**src/rtl/link_pkg.sv**
```systemverilog
// Shared handshake definitions for the link master and slave FSMs.
// Holds the state encoding and the width of the ack-hold down-counter.
package link_pkg;

    typedef enum logic [1:0] {
        IDLE  = 2'd0,
        STALL = 2'd1,
        ACK   = 2'd2,
        HOLD  = 2'd3
    } link_state_t;

    localparam int ACK_CNT_W = 4;

endpackage

```
**src/rtl/sync_fifo.sv**
```systemverilog
// Single-clock show-ahead FIFO with occupancy count.
// Storage is deliberately left unreset; only pointers and level are cleared.
module sync_fifo #(
    parameter int DATA_W = 8,
    parameter int DEPTH  = 4
) (
    input  logic                       clk,
    input  logic                       rst,
    input  logic                       push,
    input  logic                       pop,
    input  logic [DATA_W-1:0]          din,
    output logic [DATA_W-1:0]          dout,
    output logic                       full,
    output logic                       empty,
    output logic [$clog2(DEPTH+1)-1:0] level
);

    localparam int PTR_W = $clog2(DEPTH);
    localparam int LVL_W = $clog2(DEPTH+1);

    logic [DATA_W-1:0] mem [DEPTH];
    logic [PTR_W-1:0]  wr_ptr;
    logic [PTR_W-1:0]  rd_ptr;
    logic              do_push;
    logic              do_pop;

    assign full    = (level == LVL_W'(DEPTH));
    assign empty   = (level == '0);
    assign do_push = push && !full;
    assign do_pop  = pop && !empty;
    assign dout    = mem[rd_ptr];

    always_ff @(posedge clk) begin
        if (do_push) begin
            mem[wr_ptr] <= din;
        end
    end

    // Power-of-two depth lets the pointers wrap by plain overflow.
    always_ff @(posedge clk or posedge rst) begin
        if (rst) begin
            wr_ptr <= '0;
            rd_ptr <= '0;
            level  <= '0;
        end else begin
            if (do_push) begin
                wr_ptr <= wr_ptr + 1'b1;
            end
            if (do_pop) begin
                rd_ptr <= rd_ptr + 1'b1;
            end
            case ({do_push, do_pop})
                2'b10:   level <= level + 1'b1;
                2'b01:   level <= level - 1'b1;
                default: level <= level;
            endcase
        end
    end

endmodule

```
**src/rtl/link_slave_fifo.sv**
```systemverilog
// 4-phase handshake slave that captures each transfer into a receive FIFO.
// Ack is held for at least ACK_HOLD cycles; early req release flags proto_err.
module link_slave_fifo
    import link_pkg::*;
#(
    parameter int DATA_W   = 8,
    parameter int DEPTH    = 4,
    parameter int ACK_HOLD = 2
) (
    input  logic                       clk,
    input  logic                       rst,
    input  logic                       req,
    input  logic [DATA_W-1:0]          data_in,
    output logic                       ack,
    input  logic                       rd_en,
    output logic [DATA_W-1:0]          rd_data,
    output logic                       rd_valid,
    output logic                       full,
    output logic [$clog2(DEPTH+1)-1:0] level,
    output logic [DATA_W-1:0]          last_byte,
    output logic [15:0]                rx_count,
    input  logic                       err_clr,
    output logic                       proto_err
);

    link_state_t          state;
    link_state_t          state_nxt;
    logic [ACK_CNT_W-1:0] hold_cnt;
    logic [ACK_CNT_W-1:0] hold_cnt_nxt;
    logic                 capture;
    logic                 err_set;
    logic                 fifo_full;
    logic                 fifo_empty;

    sync_fifo #(
        .DATA_W (DATA_W),
        .DEPTH  (DEPTH)
    ) u_fifo (
        .clk   (clk),
        .rst   (rst),
        .push  (capture),
        .pop   (rd_en),
        .din   (data_in),
        .dout  (rd_data),
        .full  (fifo_full),
        .empty (fifo_empty),
        .level (level)
    );

    assign full     = fifo_full;
    assign rd_valid = !fifo_empty;

    always_ff @(posedge clk or posedge rst) begin
        if (rst) begin
            state    <= IDLE;
            hold_cnt <= '0;
            ack      <= 1'b0;
        end else begin
            state    <= state_nxt;
            hold_cnt <= hold_cnt_nxt;
            ack      <= (state_nxt == ACK) || (state_nxt == HOLD);
        end
    end

    // Capture is gated by the registered full, so a same-edge pop cannot open a slot.
    always_comb begin
        state_nxt    = state;
        hold_cnt_nxt = hold_cnt;
        capture      = 1'b0;
        err_set      = 1'b0;
        case (state)
            IDLE, STALL: begin
                if (req && !fifo_full) begin
                    capture      = 1'b1;
                    state_nxt    = ACK;
                    hold_cnt_nxt = ACK_CNT_W'(ACK_HOLD - 1);
                end else if (req) begin
                    state_nxt = STALL;
                end else begin
                    state_nxt = IDLE;
                end
            end
            ACK: begin
                if (!req) begin
                    err_set = 1'b1;
                end
                if (hold_cnt == '0) begin
                    state_nxt = HOLD;
                end else begin
                    hold_cnt_nxt = hold_cnt - 1'b1;
                end
            end
            HOLD: begin
                if (!req) begin
                    state_nxt = IDLE;
                end
            end
            default: state_nxt = IDLE;
        endcase
    end

    // A new error wins over a coincident clear.
    always_ff @(posedge clk or posedge rst) begin
        if (rst) begin
            last_byte <= '0;
            rx_count  <= '0;
            proto_err <= 1'b0;
        end else begin
            if (capture) begin
                last_byte <= data_in;
                rx_count  <= rx_count + 16'd1;
            end
            if (err_set) begin
                proto_err <= 1'b1;
            end else if (err_clr) begin
                proto_err <= 1'b0;
            end
        end
    end

endmodule

```
**config.mk**
```make
export PLATFORM = sky130hd
export DESIGN_NAME = link_slave_fifo
export DESIGN_NICKNAME = d
export VERILOG_FILES = /design/src/rtl/link_pkg.sv /design/src/rtl/sync_fifo.sv /design/src/rtl/link_slave_fifo.sv
export SDC_FILE = /design/constraint.sdc
export NUM_CORES = 1
export LEC_CHECK = 0
export ABC_AREA = 1
export CAP_MARGIN = 20
export CORE_MARGIN = 2
export CORE_UTILIZATION = 48
export DETAILED_ROUTE_END_ITERATION = 6
export GPL_TIMING_DRIVEN = 0
export PLACE_DENSITY = 0.76
export SKIP_LAST_GASP = 1
export SLEW_MARGIN = 20
export SYNTH_ARGS = -nofsm -noshare
export SYNTH_HDL_FRONTEND = slang
export SYNTH_SLANG_ARGS = --single-unit
```
**constraint.sdc**
```tcl
create_clock -name clk -period 2 [get_ports clk]
set_input_delay 0.3 -clock clk [delete_from_list [all_inputs] [get_ports clk]]
set_output_delay 0.3 -clock clk [all_outputs]
set_load 0.02 [all_outputs]
```
## Yosys cells after proc, flatten, opt, wreduce, memory -nomap -nowiden

Memory sizes are Yosys's and may differ from the RTL's.
Cells that the tools add are included.

| operators by class | value |
|---|---|
| add/subtract/negate cells | 6 |
| equal/unequal tests | 10 |
| muxes and demuxes | 17 |
| reduce and logical (&&, ||, !) cells | 14 |

Operator list:

| kind | number |
|---|---|
| adder 16 x 1 -> 16 bit (second input constant) | 1 |
| == test 2 bit (second input constant) | 5 |
| two-way mux 1 bit | 9 |
| two-way mux 4 bit | 2 |
| case mux 4 bit (2 select lines) | 1 |
| two-way mux 2 bit | 3 |
| case mux 2 bit (3 select lines) | 1 |
| case mux 3 bit (2 select lines) | 1 |
| nonzero test 2 bit | 3 |
| adder 2 x 1 -> 2 bit (second input constant) | 2 |
| == test 2 x 1 -> 1 bit (second input constant) | 2 |
| logical NOT 4 bit | 1 |
| inequality test 2 bit (second input constant) | 2 |
| subtractor 4 x 1 -> 4 bit (second input constant) | 1 |
| adder 3 x 1 -> 3 bit (second input constant) | 1 |
| == test 3 bit (second input constant) | 1 |
| logical AND 1 bit | 3 |
| logical NOT 3 bit | 1 |
| AND reduction 3 bit | 1 |
| subtractor 3 x 1 -> 3 bit (second input constant) | 1 |
| logical NOT 1 bit | 2 |
| logical NOT 2 bit | 1 |
| OR reduction 2 bit | 1 |
| logical OR 1 bit | 1 |

| storage, ports and cells | value |
|---|---|
| register bits after elaboration | 39 |
| bits in writable memories | 32 |
| memories | 1 |

Memories:

| name | depth | width | rd ports | clocked after memory_dff | write ports | line | text |
|---|---|---|---|---|---|---|---|
| u_fifo.mem | 4 | 8 | 1 | 0 | 1 | sync_fifo.sv:21 | `logic [DATA_W-1:0] mem [DEPTH];` |

## Logic depth before layout (Yosys ltp)

Gate-level depths: netlist of the first run.

| depth | value |
|---|---|
| word-level depth | 8 |
| depth in mapped cells | 10 |

## By module

From an unflattened synthesis of the first run, not the netlist that was laid out.

| unflattened totals | value |
|---|---|
| cells, all modules | 322 |
| area, all modules | 3,260.6 um^2 |

Modules (own cells, without submodules):

| module | instances | cells an instance | area an instance (um^2) |
|---|---|---|---|
| sync_fifo | 1 | 155 | 1,755.4 |
| link_slave_fifo | 1 | 167 | 1,505.2 |

## Worst setup path before layout of the first run

No wires, ideal clock.

| timing | value |
|---|---|
| kind | register -> register |
| start point | register u_fifo.level[0] |
| end point | register u_fifo.level[2] |
| arrival | 1.943 ns |
| data required time | 1.869 ns |
| slack | -0.074 ns |
| stages on the path, launching flop included | 11 |
| cell sequence | dfrtp_1 inv_2 nand3_4 nand2_4 buf_2 ha_1 inv_1 fa_1 a21oi_1 o21ai_0 xor2_1 |

| between the ends | value |
|---|---|
| cells in the longest elaborated chain, start to end | 8 |
| elaborated cells on any way between the ends | 15 |

RTL lines:

| element | line | text |
|---|---|---|
| start: declaration | sync_fifo.sv:15 | `output logic [$clog2(DEPTH+1)-1:0] level` |
| start signal: assignment | sync_fifo.sv:53 | `2'b10: level <= level + 1'b1;` |
| start signal: assignment | sync_fifo.sv:54 | `2'b01: level <= level - 1'b1;` |
| start signal: assignment | sync_fifo.sv:55 | `default: level <= level;` |
| == test 3 bit | sync_fifo.sv:27 | `assign full = (level == LVL_W'(DEPTH));` |
| logical NOT 1 bit | sync_fifo.sv:29, link_slave_fifo.sv:73 |  |
| logical AND 1 bit | link_slave_fifo.sv:73 | `if (req && !fifo_full) begin` |
| two-way mux 1 bit | link_slave_fifo.sv:73 |  |
| two-way mux 1 bit | link_slave_fifo.sv:71 | `case (state)` |
| logical AND 1 bit | sync_fifo.sv:29 | `assign do_push = push && !full;` |
| == test 2 x 1 -> 1 bit / == test 2 bit (equally long branches) | sync_fifo.sv:52 | `case ({do_push, do_pop})` |
| case mux 3 bit (2 select lines) / nonzero test 2 bit (equally long branches) | n/a |  |

Several ways; a longest one is shown, not always the timed one.
A chain may end at the register's enable or synchronous reset.

## Final worst setup path of the first run

| timing | value |
|---|---|
| start point | register u_fifo.rd_ptr[0] |
| end point | output rd_data[0] |

| between the ends | value |
|---|---|
| cells in the longest elaborated chain, start to end | 1 |

RTL lines:

| element | line | text |
|---|---|---|
| start: declaration | sync_fifo.sv:23 | `logic [PTR_W-1:0] rd_ptr;` |
| start signal: assignment | sync_fifo.sv:50 | `rd_ptr <= rd_ptr + 1'b1;` |
| memory (4 x 8 bit) | n/a |  |
| end: declaration | link_slave_fifo.sv:16 | `output logic [DATA_W-1:0] rd_data,` |

No other way between the ends.

==> flow_summary_export.csv, run 1 <==
group,metric,value,unit
placed_design,dp_hpwl,4.38,mm
yosys,synth_cell_types,30,
yosys,syn_avg_cell_area,10.1,sq um
sta,min_period,1.91,ns
power,total_power,5.47,mW
worst_setup_path,startpoint_type,"flop",
floorplanning,die_h,85.9,um
hold_path,hold_path_class,"in2async",
final_layout,multi_input_area,1110,sq um
route,wl_per_cell,13.7,um
yosys,ys_top_cells_by_count,"nand2_1, dfrtp_1, nor2_1, edfxtp_1, inv_1",
power,power.density,1350,nW/um^2
placed_design,dp_slack,-0.414,ns
worst_setup_path,slowest_stage,"dfrtp_1",
sta,finalSetupViolCount,0,
floorplanning,initial_utilization,50.1,%
clocking,cts.sinks,71,
power,peakVddDrop,0.697,mV
yosys,syn_area,3220,sq um
global_route,antenna_found_initial,0,
clocking,numCtsBuffers,9,
global_route,grt_pass1_vias,2289,
clocking,cts-root-buf,"clkbuf_8",
worst_setup_path,worst_ep_required_time,1.70,ns
sta,rsz0062_at_grt,"true",
global_route,grt_usage,18.5,%
floorplanning,coreArea,6420,sq um
global_route,grt_overflow_total,0,
sta,tightest_slew,0.783,ns
yosys,ys_seq_area_share,60.2,%
final_layout,final_cell_area,4050,sq um
yosys,syn_nets,340,
final_layout,n_fill_cell,498,
final_layout,final_util,63.0,%
route,first_pass_iters,7,
sta,worst_slack,0.0876,ns
worst_setup_path,cpPeakStageDelay,0.36,ns
clocking,holdBufCountCts,0,
status,outcome,"complete, but fails checks",
placed_design,port_buffers,51,
worst_setup_path,worstPathMaxFanout,10,
placed_design,gp_congestion,0.800,
clocking,ctsHtreeMaxLevel,3,
yosys,ys_dominant_reg_cell,"dfrtp_1",
sta,drv_slew,0,
yosys,yosysMostFrequentCell,"nand2_1",
placed_design,place_area,3860,sq um
sta,clock_skew,0.00593,ns
floorplanning,die_area,7370,sq um
sta,post-route-period-util,95.6,%
clocking,insertion_delay,0.34,ns
yosys,synth_edf_count,32,
final_layout,layout-drive-gt1-share,14.5,%
sta,final-hold-violation-count,0,
global_route,grt_pass1_wl,10.4,mm
worst_setup_path,cp-end-kind,"primary output",
floorplanning,ioPinCount,52,
route,viasPerCell,5.02,
final_layout,num-nets-final,404,
final_layout,ff_latch_area,1940,sq um
worst_setup_path,worstPathArrival,1.61,ns
worst_setup_path,reg2reg_to,"u_fifo.level[2]$_DFFE_PP0P_",
yosys,yosys_register_bits,71,
sta,relSlewSlack,47.6,%
worst_setup_path,cpMostUsedCell,"buf_2",
global_route,grt_max_degree,21,
sta,finalSetupTns,0,ns
route,drc,4,
clocking,path_clk_slew,0.07,ns
clocking,clock_path_buffers,2,
route,ant_nets,0,
yosys,netlist_instances,318,
yosys,synth_top_area_share,30.4,%
worst_setup_path,crit_type,"reg2out",
yosys,synth_top_cell_by_area,"dfrtp_1",
worst_setup_path,r2r_cells,9,
worst_setup_path,timing.rr.start,"u_fifo.level[0]$_DFFE_PP0P_",
worst_setup_path,crit_path_cell_trace,"buf_2, inv_4, buf_4, nor2_1, o22ai_1, buf_2",
power,p_leak,1.75,nW
run,cap_violations,0,
floorplanning,num_rows,29,
sta,max_freq,0.523,GHz
route,drtIter0Drc,109,
floorplanning,die_w,85.9,um
final_layout,antenna_cells,0,
yosys,async_flop_share,54.9,%
clocking,cts_tree,"done",
yosys,synth_area_leaders,"dfrtp_1, edfxtp_1, nand2_1",
status,violations,"DRC",
worst_setup_path,rrSetupSlack,0.09,ns
route,routed_wl,6.35,mm
yosys,yosys_warnings,0,
route,vias,2331,
final_layout,areaGrowthSynthToFinish,25.9,%
where the power goes:
group / switching [mW] / internal (mW) / leakage, nW
logic: 1.33 / 0.864 / 0.872
registers: 0.238 / 1.84 / 0.776
clock network: 0.512 / 0.695 / 0.105
total: 2.08 / 3.40 / 1.75
flip-flops by register name, summed over array words and instances (netlist names):
register / flops
ack: 1
hold_cnt: 4
last_byte: 8
proto_err: 1
rx_count: 16
state: 2
u_fifo.level: 3
u_fifo.mem: 32
u_fifo.rd_ptr: 2
u_fifo.wr_ptr: 2
critical path: cells and delay by family, from the launching register on:
family	cells	cell delay, ns
and+or+nand+nor	1	0.05
AOI/OAI and AO/OA	1	0.19
buffers and inverters	4	0.67
DFF	1	0.36
cells by family (layout without fill, tap and decap cells):
kind of cell | after synthesis | in the layout | share of synthesized area [%]
compound gates | 40 | 40 | 6.58
xor+xnor | 12 | 12 | 3.50
fa+ha+maj | 9 | 9 | 3.74
buf+inv | 44 | 113 | 5.60
flops | 71 | 71 | 60.2
simple gates | 142 | 142 | 20.3
cell usage in the layout, fill, tap and decap left out, types with 9 or more instances in the layout:
master,Yosys,routed
nor2_1,35,35
edfxtp_1,32,32
o22ai_1,9,9
nand3_1,10,10
buf_2,4,9
o21ai_0,23,23
inv_1,30,27
clkbuf_8,0,9
dfrtp_1,39,36
clkdlybuf4s50_1,0,42
nand2_1,76,76
metrics by stage:
step | hold slack [ns] | std cells
global placement | 0.468 | 446
floorplan | 0.399 | 318
CTS | 0.322 | 461
finish | 0.303 | 464
global route | 0.350 | 464
detailed placement | 0.473 | 447
how the worst max path moves through the flow:
stage / startpoint / endpoint / slack (ns)
2_1_floorplan: u_fifo.level[0]$_DFFE_PP0P_ / u_fifo.level[2]$_DFFE_PP0P_ / 0.005
6_report: u_fifo.rd_ptr[0]$_DFFE_PP0P_ / rd_data[0] / 0.09
4_1_cts: u_fifo.level[0]$_DFFE_PP0P_ / u_fifo.level[2]$_DFFE_PP0P_ / -0.05
5_1_grt: u_fifo.level[0]$_DFFE_PP0P_ / u_fifo.level[2]$_DFFE_PP0P_ / -0.02
3_3_place_gp: req / u_fifo.mem[0][7]$_DFFE_PP_ / -0.38
3_5_place_dp: req / u_fifo.level[2]$_DFFE_PP0P_ / -0.41
cell type report:
class	count	share of cell area [%]
buffer	5	0.866
sequential	71	47.9
tap	77	2.38
clock buffer	11	3.25
multi-input combinational	203	27.4
timing repair buffer	55	12.8
clock inverter	5	1.82
inverter	37	3.55
per-layer routing:
layer	part of all wire, %	vias to the layer above	track usage, %
met5	0	-	0
met4	2.3	0	9.67
met3	6.2	14	4.04
met2	49	81	30.8
met1	42	1067	22.5
li1	-	1169	-
what timing repair did:
action | CTS | global route
setup buffers | 0 | 3
endpoints found under the setup margin | 18 | 6
gates resized for setup | 33 | 6
pin swaps | 0 | 1
Power figures use the tool's default switching activity.
==> inputs of run 2 (changes only) <==
ABC_CLOCK_PERIOD_IN_PS = 2000   (was default)
CELL_PAD_IN_SITES_DETAIL_PLACEMENT = 1   (was default)
CELL_PAD_IN_SITES_GLOBAL_PLACEMENT = 1   (was default)
CORE_UTILIZATION = 37   (was 48)
PLACE_DENSITY = default   (was 0.76)
PLACE_DENSITY_LB_ADDON = 0.1   (was default)
==> flow_summary_export.csv, run 2 (synthesized netlist as in run 1, its figures left out) <==
group,metric,value,unit
final_layout,layout-drive-gt1-share,14.7,%
power,power_frac_comb,42.1,%
clocking,ctsHtreeMaxLevel,3,
route,top_layer_used,"met4",
power,clockPowerShare,20.0,%
worst_setup_path,worst_ep_required_time,1.97,ns
sta,finalSetupViolCount,0,
final_layout,antenna_cells,0,
sta,min_period,1.91,ns
placed_design,place_area,3890,sq um
floorplanning,coreArea,8590,sq um
route,wl_met2,3.66,mm
worst_setup_path,cp-end-kind,"flop",
global_route,grt_pass1_wl,12.9,mm
placed_design,dp_slack,-0.488,ns
final_layout,stdcell_count,497,
power,peakVddDrop,0.543,mV
clocking,insertion_delay,0.34,ns
worst_setup_path,worstPathArrival,1.88,ns
floorplanning,die_w,97.2,um
sta,whs,0.288,ns
sta,max_freq,0.523,GHz
clocking,cts.sinks,71,
floorplanning,die_area,9450,sq um
route,routed_wl,7.53,mm
floorplanning,ioPinCount,52,
placed_design,port_buffers,51,
global_route,grt_max_degree,23,
final_layout,final_util,47.7,%
worst_setup_path,crit_type,"in2reg",
final_layout,final_cell_area,4100,sq um
route,drc,0,
power,total_power,5.49,mW
final_layout,largest_reg_flops,32,
final_layout,n_fill_cell,984,
sta,finalSetupTns,0,ns
clocking,path_clk_slew,0.07,ns
final_layout,top_regs,"u_fifo.mem (32), rx_count (16), last_byte (8)",
power,swShare,39.1,%
final_layout,final_common_cell,"nand2_1",
status,outcome,"complete, no violations",
power,p_int,3.34,mW
placed_design,dp_hpwl,5.25,mm
sta,tightest_slew,0.913,ns
floorplanning,initial_utilization,37.4,%
worst_setup_path,r2r_cells,9,
run,cap_violations,0,
sta,post-route-period-util,95.6,%
route,wl_met3,207,um
global_route,grt_overflow_total,0,
clocking,cts_tree,"done",
sta,drv_slew,0,
route,ant_nets,0,
route,vias,2376,
route,viasPerCell,4.78,
sta,worst_slack,0.0887,ns
worst_setup_path,worstPathMaxFanout,8,
sta,clock_skew,0.00833,ns
power,power.density,1340,nW/um^2
power,seqPwrFrac,37.9,%
sta,final-hold-violation-count,0,
placed_design,placedCellCount,478,
sta,rsz0062_at_grt,"true",
route,wl_met1,3.54,mm
clocking,clock_path_buffers,2,
placed_design,gp_congestion,0.708,
route,wl_per_cell,15.2,um
global_route,antenna_found_initial,0,
final_layout,layout_common_cells,"nand2_1, clkdlybuf4s50_1, dfrtp_1",
final_layout,largest_register,"u_fifo.mem",
route,first_pass_iters,4,
global_route,grt_pass1_vias,2564,
power,p_leak,1.75,nW
sta,relSlewSlack,38.9,%
route,drtIter0Drc,49,
final_layout,areaGrowthSynthToFinish,27.6,%
final_layout,num-nets-final,406,
power,p_sw,2.15,mW
worst_setup_path,startpoint_type,"primary input",
floorplanning,die_h,97.2,um
clocking,numCtsBuffers,9,
clocking,cts-root-buf,"clkbuf_8",
floorplanning,num_rows,34,
hold_path,hold_path_class,"in2async",
global_route,grt_usage,17.5,%
==> run 2: cell types whose count changed in the layout (fill, tap and decap cells not counted), sizes merged <==
cell           previous run  this run
clkbuf                   11        12
clkinvlp                  0         1
clkdlybuf4s15             0         2
bufinv                    2         1
inv                      37        36
==> run 2: layer usage <==
| metal | vias up | track usage [%] |
|---|---|---|
| met1 | 1169 | 22.5 |
| met2 | 34 | 28.6 |
| li1 | 1163 | - |
| met3 | 10 | 3.81 |
| met5 | - | 0 |
| met4 | 0 | 7.48 |
==> run 2: path summary, 6_finish.rpt <==
kind                                              from                     endpoint  slack (ns)
min in group clk              last_byte[0]$_DFFE_PP0N_     last_byte[0]$_DFFE_PP0N_        0.49
min reg2reg                   last_byte[0]$_DFFE_PP0N_     last_byte[0]$_DFFE_PP0N_        0.49
min                                                rst           state[1]$_DFF_PP0_        0.29
max                                                req   u_fifo.mem[3][4]$_DFFE_PP_        0.09
max in group asynchronous                          rst  u_fifo.level[1]$_DFFE_PP0P_        1.25
max reg2reg                u_fifo.level[0]$_DFFE_PP0P_  u_fifo.level[2]$_DFFE_PP0P_        0.14
==> run 2: layout make-up <==
cell class	instances	area [sq um]	area share, %
inverter	37	145	3.54
tap	108	135	3.29
clock buffer	12	135	3.29
timing repair buffer	57	547	13.3
sequential	71	1940	47.3
multi-input combinational	203	1110	27.0
buffer	5	45.0	1.10
clock inverter	4	47.5	1.16
==> run 2: critical path, stage by stage <==
cell and delay, ns:
clkdlybuf4s50_1 0.51, inv_2 0.07, nor2_4 0.19, nand2_8 0.10
nor2_1 0.70
==> run 2: power groups by stage <==
stage	logic, mW	registers (mW)	clock network, mW
floorplan	1.22	2.24	0
global placement	2.32	2.07	0
detailed placement	2.39	2.08	0
CTS	2.36	2.09	1.14
global route	2.59	2.13	1.19
finish	2.31	2.08	1.10
==> run 2: repair_timing <==
item / 4_1_cts / 5_1_grt
pin swaps: 1 / 1
gates resized for setup: 35 / 8
hold buffers: 0 / 0
endpoints found under the setup margin: 26 / 6
setup buffers: 4 / 1
